==> src/rtl/elm_mult_pipe.sv <==
// Three-stage multiplier: exact x*y or Mitchell logarithmic approximation, selected per pair.
// A single advance signal moves every stage together, so the output stalls back-pressure the whole pipe.
module elm_mult_pipe #(
    parameter int WIDTH = 16,
    parameter int W     = 5
) (
    input  logic               clk,
    input  logic               rst,
    input  logic [WIDTH-1:0]   x,
    input  logic [WIDTH-1:0]   y,
    input  logic               mode,
    input  logic               in_valid,
    output logic               in_ready,
    output logic [2*WIDTH-1:0] p_out,
    output logic               out_valid,
    input  logic               out_ready
);

    localparam int KW = $clog2(WIDTH);
    localparam int SW = KW + 1;
    localparam int PW = 2 * WIDTH;
    localparam int TW = PW + W + 1;

    function automatic logic [KW-1:0] lead_one(input logic [WIDTH-1:0] v);
        logic [KW-1:0] k;
        k = '0;
        for (int i = 0; i < WIDTH; i++) begin
            if (v[i]) k = KW'(i);
        end
        return k;
    endfunction

    // Normalise so the leading one sits at the MSB, then keep the W bits beneath it.
    function automatic logic [W-1:0] frac(input logic [WIDTH-1:0] v, input logic [KW-1:0] k);
        logic [WIDTH-1:0] n;
        n = v << (WIDTH - 1 - int'(k));
        return n[WIDTH-2 -: W];
    endfunction

    // Antilog: a carry out of the fraction sum doubles the exponent instead of adding the hidden one.
    function automatic logic [PW-1:0] approx_prod(input logic [SW-1:0] k, input logic [W:0] s);
        logic [TW-1:0] t;
        if (s[W])
            t = TW'(s) << (int'(k) + 1);
        else
            t = TW'({1'b1, s[W-1:0]}) << k;
        return PW'(t >> W);
    endfunction

    logic             adv;
    logic             vld_p1, vld_p2;
    logic             mode_p1, mode_p2;
    logic             zero_p1, zero_p2;
    logic [WIDTH-1:0] x_p1, y_p1;
    logic [KW-1:0]    kx_p1, ky_p1;
    logic [W-1:0]     fx_p1, fy_p1;
    logic [PW-1:0]    prod_p2;
    logic [SW-1:0]    ksum_p2;
    logic [W:0]       fsum_p2;
    logic [PW-1:0]    result_p2;

    assign adv      = ~out_valid | out_ready;
    assign in_ready = adv;

    always_comb begin
        result_p2 = '0;
        if (mode_p2)
            result_p2 = prod_p2;
        else if (!zero_p2)
            result_p2 = approx_prod(ksum_p2, fsum_p2);
    end

    always_ff @(posedge clk or posedge rst) begin
        if (rst) begin
            vld_p1    <= 1'b0;
            vld_p2    <= 1'b0;
            out_valid <= 1'b0;
            p_out     <= '0;
        end else if (adv) begin
            vld_p1    <= in_valid;
            vld_p2    <= vld_p1;
            out_valid <= vld_p2;
            p_out     <= result_p2;
        end
    end

    always_ff @(posedge clk) begin
        if (adv) begin
            // stage 1: operands, mode and leading-one decomposition
            x_p1    <= x;
            y_p1    <= y;
            mode_p1 <= mode;
            zero_p1 <= (x == '0) || (y == '0);
            kx_p1   <= lead_one(x);
            ky_p1   <= lead_one(y);
            fx_p1   <= frac(x, lead_one(x));
            fy_p1   <= frac(y, lead_one(y));
            // stage 2: log-domain sum alongside the exact product
            mode_p2 <= mode_p1;
            zero_p2 <= zero_p1;
            prod_p2 <= PW'(x_p1) * PW'(y_p1);
            ksum_p2 <= SW'(kx_p1) + SW'(ky_p1);
            fsum_p2 <= {1'b0, fx_p1} + {1'b0, fy_p1};
        end
    end

endmodule

==> config.mk <==
export PLATFORM = sky130hd
export DESIGN_NAME = elm_mult_pipe
export DESIGN_NICKNAME = d
export VERILOG_FILES = /design/src/rtl/elm_mult_pipe.sv
export SDC_FILE = /design/constraint.sdc
export NUM_CORES = 1
export LEC_CHECK = 0
export ABC_CLOCK_PERIOD_IN_PS = 8000
export BUFFER_PORTS_ARGS = -buffer_cell sky130_fd_sc_hd__buf_2
export CORE_MARGIN = 3
export CORE_UTILIZATION = 64
export DETAILED_ROUTE_END_ITERATION = 7
export HOLD_SLACK_MARGIN = 0.08
export PLACE_DENSITY = 0.81
export SETUP_SLACK_MARGIN = 0.02
export SKIP_CTS_REPAIR_TIMING = 1
export SYNTH_ARGS = -nofsm -noshare
export SYNTH_HDL_FRONTEND = slang
export SYNTH_SLANG_ARGS = --single-unit
export TNS_END_PERCENT = 20
==> constraint.sdc <==
create_clock -name clk -period 8 [get_ports clk]
set_clock_uncertainty 0.15 [all_clocks]
set_input_delay 0.4 -clock clk [delete_from_list [all_inputs] [get_ports clk]]
set_output_delay 0.4 -clock clk [all_outputs]
set_load 0.005 [all_outputs]
==> impl_results.md, run 1 <==
* Outcome: finished, final reports clean
* Worst path bufs/invs at 5
* Cell with the largest stage delay on the worst path: edfxtp_1
* Die boundary height at 161 um
* Effective utilization at floorplan at 65.4%
* Mean cell area of the mapped netlist at 9.49 um2
* Synthesized instance count at 1,623
* Synthesis-to-layout area growth at 7.26%
* Clk sinks at 132
* Number of DRC violations after detailed routing at 0
* Final worst-path cycle share at 88.4%
* Sequence of cells on the critical path: nand2_1 -> fa_1 -> inv_1 -> fa_1 -> inv_1 -> fa_1 -> inv_1 -> fa_1 -> fa_1 -> inv_1 -> fa_1 -> inv_1 -> ha_1 -> nand3_1 -> nor3_1 -> o311ai_1 -> a311oi_1 -> a41oi_1 -> a21oi_1 -> a21o_1 -> a21oi_1 -> xnor2_1
* Master cell of the clock root buffer: clkbuf_16
* Crit Reg-Reg Startpoint: x_p1[7]
* Cell family with most CP delay: adder cells
* Worst setup path start: x_p1[7]
* Number of cells on the worst hold path at 1
* Max Cap Violations at 0
* Clock buffers created by TritonCTS at 17
* Proportion of register bits with asynchronous set or reset after synthesis at 26.5%
* Worst path depth at 22
* Hold Slack at 83.4 ps
* Total gr overflow at 0
* Most common flop cell mapped by yosys: edfxtp_1
* Detail-routed net length per standard cell at 19.3 um
* Worst path required time at 8020 ps
* Total negative slack for setup checks at 0 ps
* HPWL reported at the end of detailed placement at 29,300 um
* Final setup violation count at 0
* Layout Nets at 1,997
* Buffer levels on the longest clock path at 2
* Top-Level Pins at 71
* Sequential area share after synthesis at 24.6%
* Unrepaired setup endpoints after global routing: no
* Most used cell along the critical path: fa_1
* Final Hold Fails at 0
* Slew margin rel. at 15.7%
* Fraction of layout instances using a drive strength above 1 at 7.64%
* Number of DRC markers in iteration 0 at 1,177
* CP Capture Type: flop
* Start point of the worst min-delay path: y[10]
* Post-synth net total at 1,971
* Antenna violations before repair at 0
* Antenna violation net count after detailed routing at 0
* Vias per cell at 6.02
* Commonest non-fill, non-tap cells in the layout: inv_1 (251), fa_1 (196), nand2_1 (190), and2_1 (126), nor2_1 (119)
* Largest net degree at the start of global routing at 75
* Critical Path Max Stage Delay at 840 ps
* Logic depth of the worst register-to-register path at 22
* Wire length of the first global-routing pass at 63,000 um
* Crit path arrival time at 7090 ps
* Synthesized area at 15,400 um2
* TritonCTS clock tree: built
* DR vias at 11.9k
* Synth Warn # at 0
* Deepest level of the CTS H-tree at 4
* Port Buffer Count at 70
* Core box area at 23,500 um2
* Total Routed Length at 38,200 um
* Largest fanout of any net on the critical path at 16
* Overall die width at 161 um
* Std-Cell Rows at 56
* Worst-path clk slew at 70 ps
* Time the worst path needs with I/O delays and setup at 7070 ps
* Count of cell types in the netlist at 62
* Post-synth EDFFs at 97
* Filler Cells Inserted at 1,824
* Critical Setup Path Class: reg2reg
* Path category of the worst min-delay check: in2reg
* Number of slew-limit violations in the final report at 0
* Total inserted antenna cells at 0
* Pre-antenna DRT Iters at 7
* Clock latency at the later pin of the worst-skew pair at 430 ps
* Most common library cell in the layout ignoring fill and taps: inv_1
* Die area at 26,000 um2
* Via count of the first global-routing pass at 12.2k
* Overall routing resource usage at 30.7%
* Least-Margin Pin Slew at 1260 ps
* Achievable clock frequency at 141 MHz
* Sort of element at the start of the critical path: flop
* Final Wtd Congestion at 0.965
* Number of register bits inferred by synthesis at 132
[stage by stage]
stage | setup WS [ps] | std cells | utilization, % | cell area [um2]
4_1_cts | 1020 | 1977 | 70.0 | 16500
6_report | 929 | 1981 | 70.2 | 16500
3_3_place_gp | 1180 | 1945 | 67.6 | 15900
3_5_place_dp | 1060 | 1945 | 67.6 | 15900
2_1_floorplan | 1780 | 1623 | - | 15400
5_1_grt | 598 | 1981 | 70.2 | 16500
[worst register-to-register path: stages (launching register included)]
cell and delay, ps:
edfxtp_1 840, nand2_1 180, fa_1 560, inv_1 50
fa_1 490, inv_1 50, fa_1 530, inv_1 50
fa_1 390, fa_1 510, inv_1 50, fa_1 470
inv_1 50, ha_1 380, nand3_1 140, nor3_1 210
o311ai_1 140, a311oi_1 600, a41oi_1 230, a21oi_1 350
a21o_1 190, a21oi_1 70, xnor2_1 120
[worst paths after layout]
path                            slack [ps]           to
worst max register to register         930  prod_p2[28]
worst min-delay path                    80     y_p1[10]
min in group asynchronous              490       vld_p2
worst min register to register         290      mode_p2
worst max-delay path                   930  prod_p2[28]
max in group asynchronous             6890    p_out[15]
[state kept, by name, summed over array words and instances, names as in the netlist]
name       cells
vld_p1         1
fx_p1          5
ky_p1          4
mode_p2        1
zero_p1        1
fy_p1          5
zero_p2        1
kx_p1          4
out_valid      1
ksum_p2        5
vld_p2         1
prod_p2       32
mode_p1        1
y_p1          16
fsum_p2        6
x_p1          16
p_out         32
[cell type report]
| class | count | area (um2) | share of cell area (%) |
|---|---|---|---|
| Clock buffer | 17 | 425 | 2.57 |
| Clock inverter | 15 | 144 | 0.871 |
| Inverter | 252 | 948 | 5.74 |
| Multi-Input combinational cell | 1167 | 10400 | 62.9 |
| Sequential cell | 132 | 3790 | 22.9 |
| Tap cell | 319 | 399 | 2.42 |
| Timing Repair Buffer | 79 | 428 | 2.59 |
[metal layers]
layer,vias to the layer above,wire length (um),track usage (%)
met5,-,0,0
met4,0,820,8.88
met3,69,2890,4.21
met2,562,18600,50.1
met1,5877,15900,43.6
li1,5408,-,-
[logic make-up (layout without fill, tap and decap cells)]
group / Yosys count / count (layout) / synth area share, %
AO/OA/AOI/OAI: 255 / 255 / 11.4
buffers and inverters: 324 / 363 / 7.99
XOR/XNOR: 35 / 35 / 1.99
multiplexers: 52 / 52 / 3.59
adder cells (fa/ha/maj): 311 / 311 / 34.8
AND/OR/NAND/NOR: 514 / 514 / 15.7
flip-flops: 132 / 132 / 24.6
[cells in the mapped netlist, types with 3 or more instances]
master | number | area, um2
a211o_1 | 4 | 35.0
a211oi_1 | 11 | 82.6
a211oi_2 | 3 | 37.5
a21o_1 | 13 | 97.6
a21oi_1 | 61 | 305
a221oi_1 | 36 | 315
a22o_1 | 4 | 35.0
a22oi_1 | 3 | 22.5
a31oi_1 | 9 | 56.3
and2_1 | 126 | 788
and3_1 | 3 | 18.8
buf_1 | 4 | 15.0
buf_2 | 6 | 30.0
clkbuf_1 | 61 | 229
dfrtp_1 | 35 | 876
edfxtp_1 | 97 | 2910
fa_1 | 196 | 3920
ha_1 | 115 | 1440
inv_1 | 251 | 942
mux2_2 | 6 | 67.6
mux2i_1 | 44 | 440
nand2_1 | 190 | 713
nand2b_1 | 14 | 87.6
nand3_1 | 11 | 55.1
nand3b_1 | 3 | 22.5
nand4_1 | 3 | 18.8
nor2_1 | 120 | 450
nor2b_1 | 12 | 75.1
nor3_1 | 18 | 90.1
nor4_1 | 5 | 31.3
o21a_1 | 8 | 60.1
o21ai_0 | 41 | 205
o21ai_1 | 3 | 15.0
o21bai_1 | 8 | 60.1
o221ai_1 | 3 | 26.3
o22ai_1 | 22 | 138
o31ai_1 | 4 | 30.0
o32ai_1 | 4 | 35.0
or3_1 | 3 | 18.8
xnor2_1 | 29 | 254
xor2_1 | 6 | 52.6
Power of run 1 is left out: the tool's default activity adds up to more than one toggle a clock period on the data nets, which glitch-free logic cannot reach.
==> run 2, diff against run 1 <==
- ABC_CLOCK_PERIOD_IN_PS: 8000 -> 6000
- CORE_UTILIZATION: 64 -> 58
- CTS_CLUSTER_DIAMETER: default -> 150
- PLACE_DENSITY: 0.81 -> 0.77
- clock period: 8 -> 6 ns (I/O delays scaled with it)
==> run 2 against run 1 <==
The flow now finishes with violations (negative setup slack). Fmax grew 11%. Sequential share of layout area down 2.0 points. First-iteration DRC count decreased by 9.1%. Worst setup slack got worse by 1300 ps. Count of clock-buffer cells in the layout grew 1. Critical path depth did not move. Die area rose by 9.9%. Non-clock buffer count rose by 166. Via count increased by 6.0%. Largest cell class unchanged.
==> impl_results.md, run 2 (synthesis gave the netlist of run 1 again) <==
* Pre-antenna DRT Iters at 6
* Worst flop-to-flop path endpoint: prod_p2[30]
* Deepest level of the CTS H-tree at 4
* Worst path required time at 6020 ps
* Core box area at 26,100 um2
* DR vias at 12.6k
* Largest fanout of any net on the critical path at 7
* Layout Nets at 2,163
* Final cell area excluding filler cells at 18,100 um2
* Core Util, Final at 69.6%
* Vias per cell at 5.84
* Setup slack of the critical path after layout at -366 ps
* Register-to-Register Setup Slack at -370 ps
* Fraction of layout instances using a drive strength above 1 at 16.7%
* Regs by FF count: p_out x32, prod_p2 x32
* Via count of the first global-routing pass at 12.5k
* Total inserted antenna cells at 0
* Wire length of the first global-routing pass at 63,800 um
* Violated checks: negative setup slack
* Buffer levels on the longest clock path at 2
* Outcome: complete, but fails checks
* Detail-routed net length per standard cell at 18.8 um
* Top-Level Pins at 71
* Achievable clock frequency at 157 MHz
* Worst-path clk slew at 70 ps
* Final setup violation count at 9
* Critical Setup Path Class: reg2reg
* Number of slew-limit violations in the final report at 0
* Antenna violation net count after detailed routing at 0
* Hold Path Sink: vld_p1
* Path category of the worst min-delay check: in2reg
* Die boundary height at 169 um
* Overall routing resource usage at 27.9%
* Total gr overflow at 0
* Master cell of the clock root buffer: clkbuf_16
* Least-Margin Pin Slew at 1290 ps
* Cell area reported after detailed placement at 16,800 um2
* Unrepaired setup endpoints after global routing: yes
* Overall die width at 169 um
* Number of DRC violations after detailed routing at 0
* Commonest non-fill, non-tap cells in the layout: inv_1 (245), fa_1 (193), nand2_1 (186), buf_4 (127), and2_1 (121)
* Std-Cell Rows at 59
* Final Hold Fails at 0
* Clk sinks at 132
* Number of cells on the worst hold path at 5
* Antenna violations before repair at 0
* Time the worst path needs with I/O delays and setup at 6370 ps
* Sort of element at the start of the critical path: flop
* Clock latency at the later pin of the worst-skew pair at 430 ps
* Effective utilization at floorplan at 59.1%
* Synthesis-to-layout area growth at 17.8%
* Start point of the worst min-delay path: out_ready
* HPWL reported at the end of detailed placement at 31,200 um
* Crit path arrival time at 6380 ps
* Final worst-path cycle share at 106%
* Die area at 28,600 um2
* Total Routed Length at 40,700 um
* Number of DRC markers in iteration 0 at 1,070
* Crit Reg-Reg Startpoint: x_p1[8]
* Largest net degree at the start of global routing at 54
* Max Cap Violations at 0
* Logic depth of the worst register-to-register path at 22
* Port Buffer Count at 70
* Final Wtd Congestion at 1.00
* Clock buffers created by TritonCTS at 17
* CP Capture Type: flop
* TritonCTS clock tree: built
* Most common library cell in the layout ignoring fill and taps: inv_1
* Slew margin rel. at 14.0%
[run 2: cell count changes in the layout (fill, tap and decap cells not counted), moves of 7 or more]
cell,delta
buf_4,+122
ha_1,-7
buf_6,+8
ha_4,+7
dlygate4sd3_1,+31
[run 2: through the flow]
step	TNS, ps	worst slack [ps]	hold slack [ps]	cells
global route	-4220	-617	283	2163
floorplan	-87.6	-41.6	249	1623
CTS	-3200	-611	-179	2099
global placement	-2340	-542	255	2067
detailed placement	-2840	-561	255	2067
finish	-1960	-366	270	2163
[run 2: layer usage]
| layer | up-vias | GRT usage (%) | wire (um) |
|---|---|---|---|
| met1 | 6244 | 36.9 | 16100 |
| met4 | 0 | 8.82 | 1300 |
| met2 | 554 | 48.3 | 20700 |
| met5 | - | 0 | 0 |
| met3 | 100 | 3.50 | 2580 |
| li1 | 5729 | - | - |
[run 2: layout make-up]
type | count | area, um2
Fill cell | 1895 | 7920
Clock buffer | 18 | 429
Clock inverter | 14 | 104
Inverter | 252 | 951
Multi-Input combinational cell | 1167 | 10700
Tap cell | 335 | 419
Timing Repair Buffer | 245 | 1800
Sequential cell | 132 | 3790
[run 2: worst max-delay path, stage by stage (launching register included)]
cell	delay (ps)
edfxtp_1	540
and2_4	210
fa_1	540
inv_1	60
fa_1	460
fa_1	490
inv_1	50
fa_1	490
fa_1	560
inv_1	50
fa_1	520
inv_2	50
ha_4	300
nand3_4	80
nor3_4	230
o311ai_4	160
a311oi_2	300
buf_4	170
a41oi_2	100
a21oi_2	220
a211o_1	180
a21oi_2	70
xnor2_1	130
[run 2: worst max-delay path by stage]
stage | startpoint | depth (start not counted) | endpoint
2_1_floorplan | y_p1[4] | 23 | prod_p2[29]
5_1_grt | y_p1[5] | 24 | prod_p2[29]
4_1_cts | x_p1[11] | 22 | prod_p2[30]
3_3_place_gp | x_p1[11] | 22 | prod_p2[28]
6_report | x_p1[8] | 22 | prod_p2[30]
3_5_place_dp | x_p1[11] | 22 | prod_p2[30]
Power of run 2 is left out for the same reason.
==> run 3, diff against run 2 <==
- SKIP_CTS_REPAIR_TIMING: 1 -> default
==> run 3 against run 2 <==
The flow still finishes with violations (negative setup slack). Die area unchanged. Count of clock-buffer cells in the layout unchanged. Sequential share of layout area about the same. Critical path depth up 2. Cell area up 0.18%. Fmax down 2.4%. Sequential cell count unchanged. Worst setup slack worse by 150 ps. Hold slack worse by 4.3 ps. Non-clock buffer count up 9. Cell count up 0.42%. Critical path type unchanged.
==> impl_results.md, run 3 (synthesis gave the netlist of run 1 again) <==
* Antenna violation net count after detailed routing at 0
* Antenna violations before repair at 0
* Max Cap Violations at 0
* Clock buffers created by TritonCTS at 17
* Regs by FF count: p_out x32, prod_p2 x32
* Wire length of the first global-routing pass at 66,100 um
* Die area at 28,600 um2
* Cell area reported after detailed placement at 16,800 um2
* DR vias at 12.7k
* Slew margin rel. at 11.4%
* Top-Level Pins at 71
* Final Hold Fails at 0
* Master cell of the clock root buffer: clkbuf_16
* Most common library cell in the layout ignoring fill and taps: inv_1
* Sort of element at the start of the critical path: flop
* Commonest non-fill, non-tap cells in the layout: inv_1 (247), nand2_1 (190), fa_1 (189), buf_4 (140), and2_1 (123)
* Die boundary height at 169 um
* Largest fanout of any net on the critical path at 4
* Overall die width at 169 um
* Path category of the worst min-delay check: in2reg
* Number of DRC markers in iteration 0 at 1,135
* HPWL reported at the end of detailed placement at 31,200 um
* Worst path required time at 6020 ps
* Port Buffer Count at 70
* Fraction of layout instances using a drive strength above 1 at 16.9%
* TritonCTS clock tree: built
* Detail-routed net length per standard cell at 19.1 um
* Deepest level of the CTS H-tree at 4
* Core Util, Final at 69.7%
* Unrepaired setup endpoints after global routing: yes
* Crit path arrival time at 6540 ps
* Least-Margin Pin Slew at 1330 ps
* Core box area at 26,100 um2
* Final setup violation count at 9
* Total gr overflow at 0
* Filler Cells Inserted at 1,886
* Achievable clock frequency at 153 MHz
* Std-Cell Rows at 59
* Time the worst path needs with I/O delays and setup at 6520 ps
* Final Wtd Congestion at 1.00
* Total inserted antenna cells at 0
* Number of DRC violations after detailed routing at 0
* Layout Nets at 2,172
* Pre-antenna DRT Iters at 5
* Clk sinks at 132
* Outcome: complete, but fails checks
* Final worst-path cycle share at 109%
* Effective utilization at floorplan at 59.1%
* Largest net degree at the start of global routing at 54
* CP Capture Type: flop
* Final cell area excluding filler cells at 18,200 um2
* Vias per cell at 5.87
* Total Routed Length at 41,400 um
* Overall routing resource usage at 29.0%
* Synthesis-to-layout area growth at 18.0%
* Via count of the first global-routing pass at 13.0k
* Buffer levels on the longest clock path at 2
* Total negative slack for setup checks at -2780 ps
* Setup slack of the critical path after layout at -520 ps
* Worst-path clk slew at 70 ps
* Number of slew-limit violations in the final report at 0
* Critical Setup Path Class: reg2reg
* Violated checks: negative setup slack
* Clock latency at the later pin of the worst-skew pair at 430 ps
## run 3: worst paths after layout
check,startpoint,endpoint,slack [ps],cells after the start
min in group asynchronous,rst,p_out[8],390,4
max,y_p1[5],prod_p2[30],-520,24
min reg2reg,zero_p1,zero_p2,280,0
max reg2reg,y_p1[5],prod_p2[30],-520,24
min,out_ready,vld_p1,270,5
max in group asynchronous,rst,p_out[17],5000,4
## run 3: what timing repair did
| item | CTS | global route |
|---|---|---|
| hold buffers | 35 | 0 |
| hold endpoints to repair | 69 | 0 |
| setup endpoints to repair | 11 | 16 |
| pin swaps | 12 | 27 |
| gates resized for setup | 22 | 30 |
| buffers inserted | 22 | 16 |
## run 3: layout make-up
type | count | area (um2) | share of cell area [%]
tap | 335 | 419 | 2.31
timing repair buffer | 254 | 1850 | 10.2
clock buffer | 18 | 429 | 2.36
sequential | 132 | 3790 | 20.8
inverter | 252 | 948 | 5.22
multi-input combinational | 1167 | 10600 | 58.5
clock inverter | 14 | 104 | 0.571
## run 3: through the flow
| stage | instances | setup WS [ps] | hold slack [ps] |
|---|---|---|---|
| after global placement | 2067 | -542 | 255 |
| after floorplan | 1623 | -41.6 | 249 |
| final | 2172 | -520 | 266 |
| after detailed placement | 2067 | -561 | 255 |
| after CTS | 2156 | -295 | 261 |
| after global routing | 2172 | -701 | 283 |
## run 3: metal layers
| metal | vias to the layer above | routed length [um] | global-route usage, % |
|---|---|---|---|
| met5 | - | 0 | 0 |
| met4 | 0 | 1600 | 9.99 |
| met3 | 118 | 2630 | 3.83 |
| met2 | 585 | 20800 | 50.7 |
| met1 | 6295 | 16300 | 37.3 |
| li1 | 5747 | - | - |
## run 3: critical path: stages, from the launching register on
cell	delay [ps]
edfxtp_1	410
buf_6	150
and2_4	150
fa_1	570
inv_2	50
fa_2	550
inv_2	40
fa_1	570
fa_2	440
fa_1	480
inv_1	50
fa_1	570
inv_2	60
ha_4	290
buf_4	130
nor2_1	50
o21ai_0	310
o21ai_2	130
a311oi_2	250
buf_4	160
a41oi_2	100
a21oi_2	230
a211o_1	170
a21oi_2	60
xnor2_1	120
Power of run 3 is left out for the same reason.
